**src/rtl/control_turno_timeout.sv**
```systemverilog
// control_turno_timeout
// Per-turn sequencer for the memory-card game. Counts down the current
// player's turn time. When it expires, fires the random-card reveal
// datapath and waits for its done. It then ends the turn and hands it to
// the other player.
//
// Parameters:
//   CLK_HZ        clock cycles per one-second tick (>=2)
//   TURN_SECONDS  seconds per turn (1..31)
//   WD_CYCLES     reveal-done watchdog limit in cycles (watchdog build only)
//
// Ports:
//   i_clk            system clock
//   i_rst            asynchronous active-high reset
//   i_turn_start     pulse, arms a new turn (accepted only when idle)
//   i_player_done    pulse, player ended the turn manually
//   i_reveal_done    done from the reveal datapath (level or pulse)
//   o_reveal_start   one-cycle start pulse to the reveal datapath
//   o_turn_over      one-cycle pulse, turn finished
//   o_timed_out      high from timeout until the next accepted turn_start
//   o_seconds_left   remaining seconds of the current turn
//   o_player         current player (0/1)
//   o_busy           high whenever not idle
//   o_wd_error       sticky watchdog flag
//
// Build option: define TURN_WATCHDOG_EN to bound the wait for reveal_done
// to WD_CYCLES cycles. When it is undefined, the wait is unbounded and
// o_wd_error is tied to 0.
module control_turno_timeout #(
  parameter int unsigned CLK_HZ       = 50_000_000,
  parameter int unsigned TURN_SECONDS = 15,
  parameter int unsigned WD_CYCLES    = 1024
) (
  input  logic       i_clk,
  input  logic       i_rst,
  input  logic       i_turn_start,
  input  logic       i_player_done,
  input  logic       i_reveal_done,
  output logic       o_reveal_start,
  output logic       o_turn_over,
  output logic       o_timed_out,
  output logic [4:0] o_seconds_left,
  output logic       o_player,
  output logic       o_busy,
  output logic       o_wd_error
);

  localparam int unsigned    PW        = $clog2(CLK_HZ);
  localparam logic [PW-1:0]  PRE_LAST  = PW'(CLK_HZ - 1);
  localparam logic [4:0]     SECS_INIT = 5'(TURN_SECONDS);

  localparam logic [2:0] S_IDLE   = 3'd0;
  localparam logic [2:0] S_RUN    = 3'd1;
  localparam logic [2:0] S_REVEAL = 3'd2;
  localparam logic [2:0] S_WAIT   = 3'd3;
  localparam logic [2:0] S_END    = 3'd4;

  logic [2:0]    r_state;
  logic [2:0]    w_state_nxt;
  logic [PW-1:0] r_pre;
  logic [4:0]    r_secs;
  logic          r_timed_out;
  logic          r_player;
  logic          w_tick;
  logic          w_wait_exit;

  assign w_tick = (r_pre == PRE_LAST);

`ifdef TURN_WATCHDOG_EN
  localparam int unsigned   WW      = $clog2(WD_CYCLES) + 1;
  localparam logic [WW-1:0] WD_LAST = WW'(WD_CYCLES - 1);

  logic [WW-1:0] r_wd_cnt;
  logic          r_wd_error;
  logic          w_wd_fire;

  // Fires on the last allowed WAIT_DONE cycle that still has no done.
  assign w_wd_fire   = (r_state == S_WAIT) && !i_reveal_done && (r_wd_cnt == WD_LAST);
  assign w_wait_exit = i_reveal_done | w_wd_fire;

  always_ff @(posedge i_clk or posedge i_rst) begin
    if (i_rst) begin
      r_wd_cnt   <= '0;
      r_wd_error <= 1'b0;
    end else if (r_state == S_WAIT) begin
      r_wd_cnt <= r_wd_cnt + 1'b1;
      if (w_wd_fire) r_wd_error <= 1'b1;
    end else begin
      r_wd_cnt <= '0;
    end
  end

  assign o_wd_error = r_wd_error;
`else
  // WD_CYCLES only matters in the watchdog build.
  logic w_unused_wd;
  assign w_unused_wd = |WD_CYCLES;
  assign w_wait_exit = i_reveal_done;
  assign o_wd_error  = 1'b0;
`endif

  always_comb begin
    w_state_nxt = r_state;
    case (r_state)
      S_IDLE:   if (i_turn_start) w_state_nxt = S_RUN;
      // Manual finish beats an expiring tick in the same cycle.
      S_RUN:    if (i_player_done)                w_state_nxt = S_END;
                else if (w_tick && r_secs == 5'd1) w_state_nxt = S_REVEAL;
      S_REVEAL: w_state_nxt = S_WAIT;
      S_WAIT:   if (w_wait_exit) w_state_nxt = S_END;
      S_END:    w_state_nxt = S_IDLE;
      default:  w_state_nxt = S_IDLE;
    endcase
  end

  always_ff @(posedge i_clk or posedge i_rst) begin
    if (i_rst) begin
      r_state     <= S_IDLE;
      r_pre       <= '0;
      r_secs      <= SECS_INIT;
      r_timed_out <= 1'b0;
      r_player    <= 1'b0;
    end else begin
      r_state <= w_state_nxt;
      case (r_state)
        S_IDLE: if (i_turn_start) begin
          r_pre       <= '0;
          r_secs      <= SECS_INIT;
          r_timed_out <= 1'b0;
        end
        // player_done freezes the countdown where it stands.
        S_RUN: if (!i_player_done) begin
          r_pre <= w_tick ? '0 : r_pre + 1'b1;
          if (w_tick && r_secs != 5'd0) begin
            r_secs <= r_secs - 5'd1;
            if (r_secs == 5'd1) r_timed_out <= 1'b1;
          end
        end
        S_END: r_player <= ~r_player;
        default: ;
      endcase
    end
  end

  assign o_reveal_start = (r_state == S_REVEAL);
  assign o_turn_over    = (r_state == S_END);
  assign o_busy         = (r_state != S_IDLE);
  assign o_timed_out    = r_timed_out;
  assign o_seconds_left = r_secs;
  assign o_player       = r_player;

endmodule

```
**config.mk**
```make
export PLATFORM = sky130hd
export DESIGN_NAME = control_turno_timeout
export DESIGN_NICKNAME = d
export VERILOG_FILES = /design/src/rtl/control_turno_timeout.sv
export SDC_FILE = /design/constraint.sdc
export NUM_CORES = 1
export LEC_CHECK = 0
export BUFFER_PORTS_ARGS = -buffer_cell sky130_fd_sc_hd__buf_2
export CORE_MARGIN = 2
export CORE_UTILIZATION = 60
export DETAILED_ROUTE_END_ITERATION = 6
export PLACE_DENSITY = 0.84
export SETUP_SLACK_MARGIN = 0.4
export SLEW_MARGIN = 20
export SYNTH_ARGS = -nofsm -noshare
export SYNTH_HDL_FRONTEND = slang
export SYNTH_SLANG_ARGS = --single-unit
```
**constraint.sdc**
```tcl
create_clock -name i_clk -period 5.05 [get_ports i_clk]
set_input_delay 1.01 -clock i_clk [delete_from_list [all_inputs] [get_ports i_clk]]
set_output_delay 1.01 -clock i_clk [all_outputs]
set_load 0.05 [all_outputs]
```
==> results.json <==
{
  "status": "finished, final reports clean",
  "synth_area_leaders": "dfrtp_1 38%, xor2_1 9.2%, dfstp_2 5.0%",
  "drt_wl_total_um": 4005,
  "ys_ff_latch": 36,
  "worst_path_max_delay_cell": "dfrtp_1",
  "htreeDepth": 2,
  "rrSetupSlack_ns": 2.52,
  "ys_seq_area_frac": 0.4333,
  "post_cts_resized": 0,
  "antenna_found_initial": 0,
  "reg2reg_from": "r_pre[0]",
  "cts_root_buf": "clkbuf_4",
  "crit_required_ns": 4.04,
  "synthMuxAreaShare": 0.004788,
  "drt-pass1-iter-count": 4,
  "slew_viol_final": 0,
  "hold_path_end": "o_player",
  "grt_max_degree": 37,
  "period_share": 0.5244,
  "hold_class": "reg -> reg",
  "ant_nets": 0,
  "worstHoldStart": "o_player",
  "clk_path_buf_depth": 2,
  "die_w_um": 63.03,
  "synth_cells": 218,
  "synth-compound-area-share": 0.09695,
  "cts.sinks": 36,
  "synth_area_mm2": 0.002091,
  "drt_iter0_markers": 56,
  "post_cts_buffers": 0,
  "max_slew_margin": 0.3378,
  "synth_fp_nets": 227,
  "grt_pass1_wl_um": 7217,
  "clkTransAtPathRegs_ns": 0.11,
  "max_freq_mhz": 377.6,
  "n_antenna_cell": 0,
  "cts_tree": "yes",
  "synthDistinctLibCells": 50,
  "design_area_mm2": 0.002292,
  "synth_async_sr_flop_share": 1.000,
  "syn_area_per_cell_um2": 9.591,
  "die-area_mm2": 0.003973,
  "routabilityCongestion": 0.8089,
  "p_per_area_mw_per_mm2": 402.7,
  "die_h_um": 63.03,
  "numPortBuffers": 14,
  "gr-usage-all-layers": 0.2309,
  "post_drt_wl_per_cell_um": 14.41,
  "tns_ns": 0,
  "grt_pass1_vias": 1574,
  "hold_viol_final": 0,
  "skew_ns": 0.01263,
  "leakagePower_nw": 1.045,
  "drive_gt1_frac": 0.1638,
  "io_pins": 16,
  "finalSetupViolations": 0,
  "synth_top_area_frac": 0.3830,
  "core_mm2": 0.003337,
  "dpl.hpwl_um": 2784,
  "r2r-end": "r_pre[10]",
  "yosys.area_share.simple": 0.3028,
  "r2r_cells": 6,
  "yosysMostFrequentCell": "dfrtp_1",
  "cts_made_buffers": 5,
  "rsz0062_at_grt": "no",
  "syn2layout_area_growth_pct": 9.635,
  "synth_top_family_by_area": "simple AND/OR/NAND/NOR gates",
  "yosys_warnings": 0,
  "nets": 240,
  "start_util": 0.6265,
  "worstPathMaxFanout": 19,
  "max_cap_violations": 0,
  "num_vias": 1634,
  "synthFlopType": "dfrtp_1",
  "ir_worst_vdd_v": 0.0002931,
  "synth_commonest_cells": "32 x dfrtp_1, 22 x xor2_1, 21 x nor2_1, 18 x nand2_1",
  "cts_hold_buf": 0,
  "drc": 0,
  "rows": 21,
  "worstPathArrival_ns": 1.64,
  "critical_path.endpoint_type": "primary output",
  "place_area_mm2": 0.002165,
  "crit_path_cell_trace": "nor3b_1 > buf_2",
  "synth_top_area_cell": "dfrtp_1",
  "synth_fa_ha_area_frac": 0.02394,
  "gr-total-overflow": 0,
  "clkLatencyLatePin_ns": 0.34,
  "synthXorXnorAreaFrac": 0.09635,
  "finalCriticalPeriod_ns": 2.648,
  "via_per_inst": 5.878,
  "path_class": "reg -> out",
  "cp-start-kind": "register",
  "synth_edf_count": 0,
  "worstMarginPinSlew_ns": 0.9934,
  "hold-path-cell-count": 1,
  "max_stage_delay_ns": 0.60
}
==> power breakdown <==
group	total [mW]	switching (mW)	internal [mW]
sequential	0.366	0.0484	0.317
combinational	0.253	0.183	0.0708
clock	0.304	0.100	0.204
total	0.923	0.331	0.592
==> cell type report <==
class | count | area [µm²]
timing repair buffer | 15 | 77.57
tap | 46 | 57.56
multi-input combinational | 167 | 1101
sequential | 36 | 905.9
clock inverter | 3 | 90.09
inverter | 6 | 22.52
fill | 272 | 1045
clock buffer | 5 | 37.54
==> stage by stage <==
stage	setup WS, ns	instances	hold slack (ns)	util	power (mW)
2_1_floorplan	2.169	218	0.4869	-	0.5855
3_3_place_gp	2.321	270	0.4500	0.6487	0.6174
3_5_place_dp	2.251	270	0.4535	0.6487	0.6221
4_1_cts	2.380	278	0.4712	0.6869	0.9257
5_1_grt	2.229	278	0.4996	0.6869	0.9750
6_report	2.402	278	0.4672	0.6869	0.9231
==> critical path: cells and delay by family (launching register included) <==
family	cells	cell delay, ns
DFF	1	0.60
and+or+nand+nor	1	0.37
buffers and inverters	1	0.33
==> per-layer routing <==
metal,GRT usage,up-vias,share of wire
met3,0.05586,6,0.043
li1,-,805,-
met4,0.09167,0,0.011
met5,0,-,0
met2,0.3391,40,0.47
met1,0.3290,783,0.48
==> worst max path at each step <==
stage / start / cells after the start / end / slack [ns]
5_1_grt: r_state[0] / 2 / o_turn_over / 2.23
2_1_floorplan: r_state[0] / 3 / o_reveal_start / 2.17
6_report: r_state[0] / 2 / o_turn_over / 2.40
4_1_cts: r_state[0] / 2 / o_turn_over / 2.38
3_5_place_dp: i_player_done / 6 / r_pre[10] / 2.25
3_3_place_gp: i_player_done / 6 / r_pre[22] / 2.32
==> logic make-up after synthesis <==
kind of cell / count (synthesis)
flops: 36
xor+xnor: 23
buf+inv: 15
mux: 1
compound gates: 27
other cells: 1
simple gates: 111
fa+ha+maj: 4
==> cells in the final DEF (no fill, tap or decap), types with 3 or more instances in the layout <==
cell type	n
xor2_1	22
a22oi_1	3
a21oi_1	4
inv_1	6
ha_1	4
dfrtp_1	32
and4_1	5
dfstp_2	4
buf_2	14
nand4_1	15
nand3_1	15
nor3_1	4
nor3b_1	3
and2_1	3
nand2_1	18
clkbuf_4	5
bufinv_16	3
and3_1	6
nor2_1	21
o21ai_1	5
nor2_2	4
==> registers in the layout, summed over array words and instances (netlist names) <==
signal and cells:
o_player 1, o_seconds_left 5, o_timed_out 1, r_pre 26, r_state 3
No activity file was read; power rests on OpenSTA's default activity.
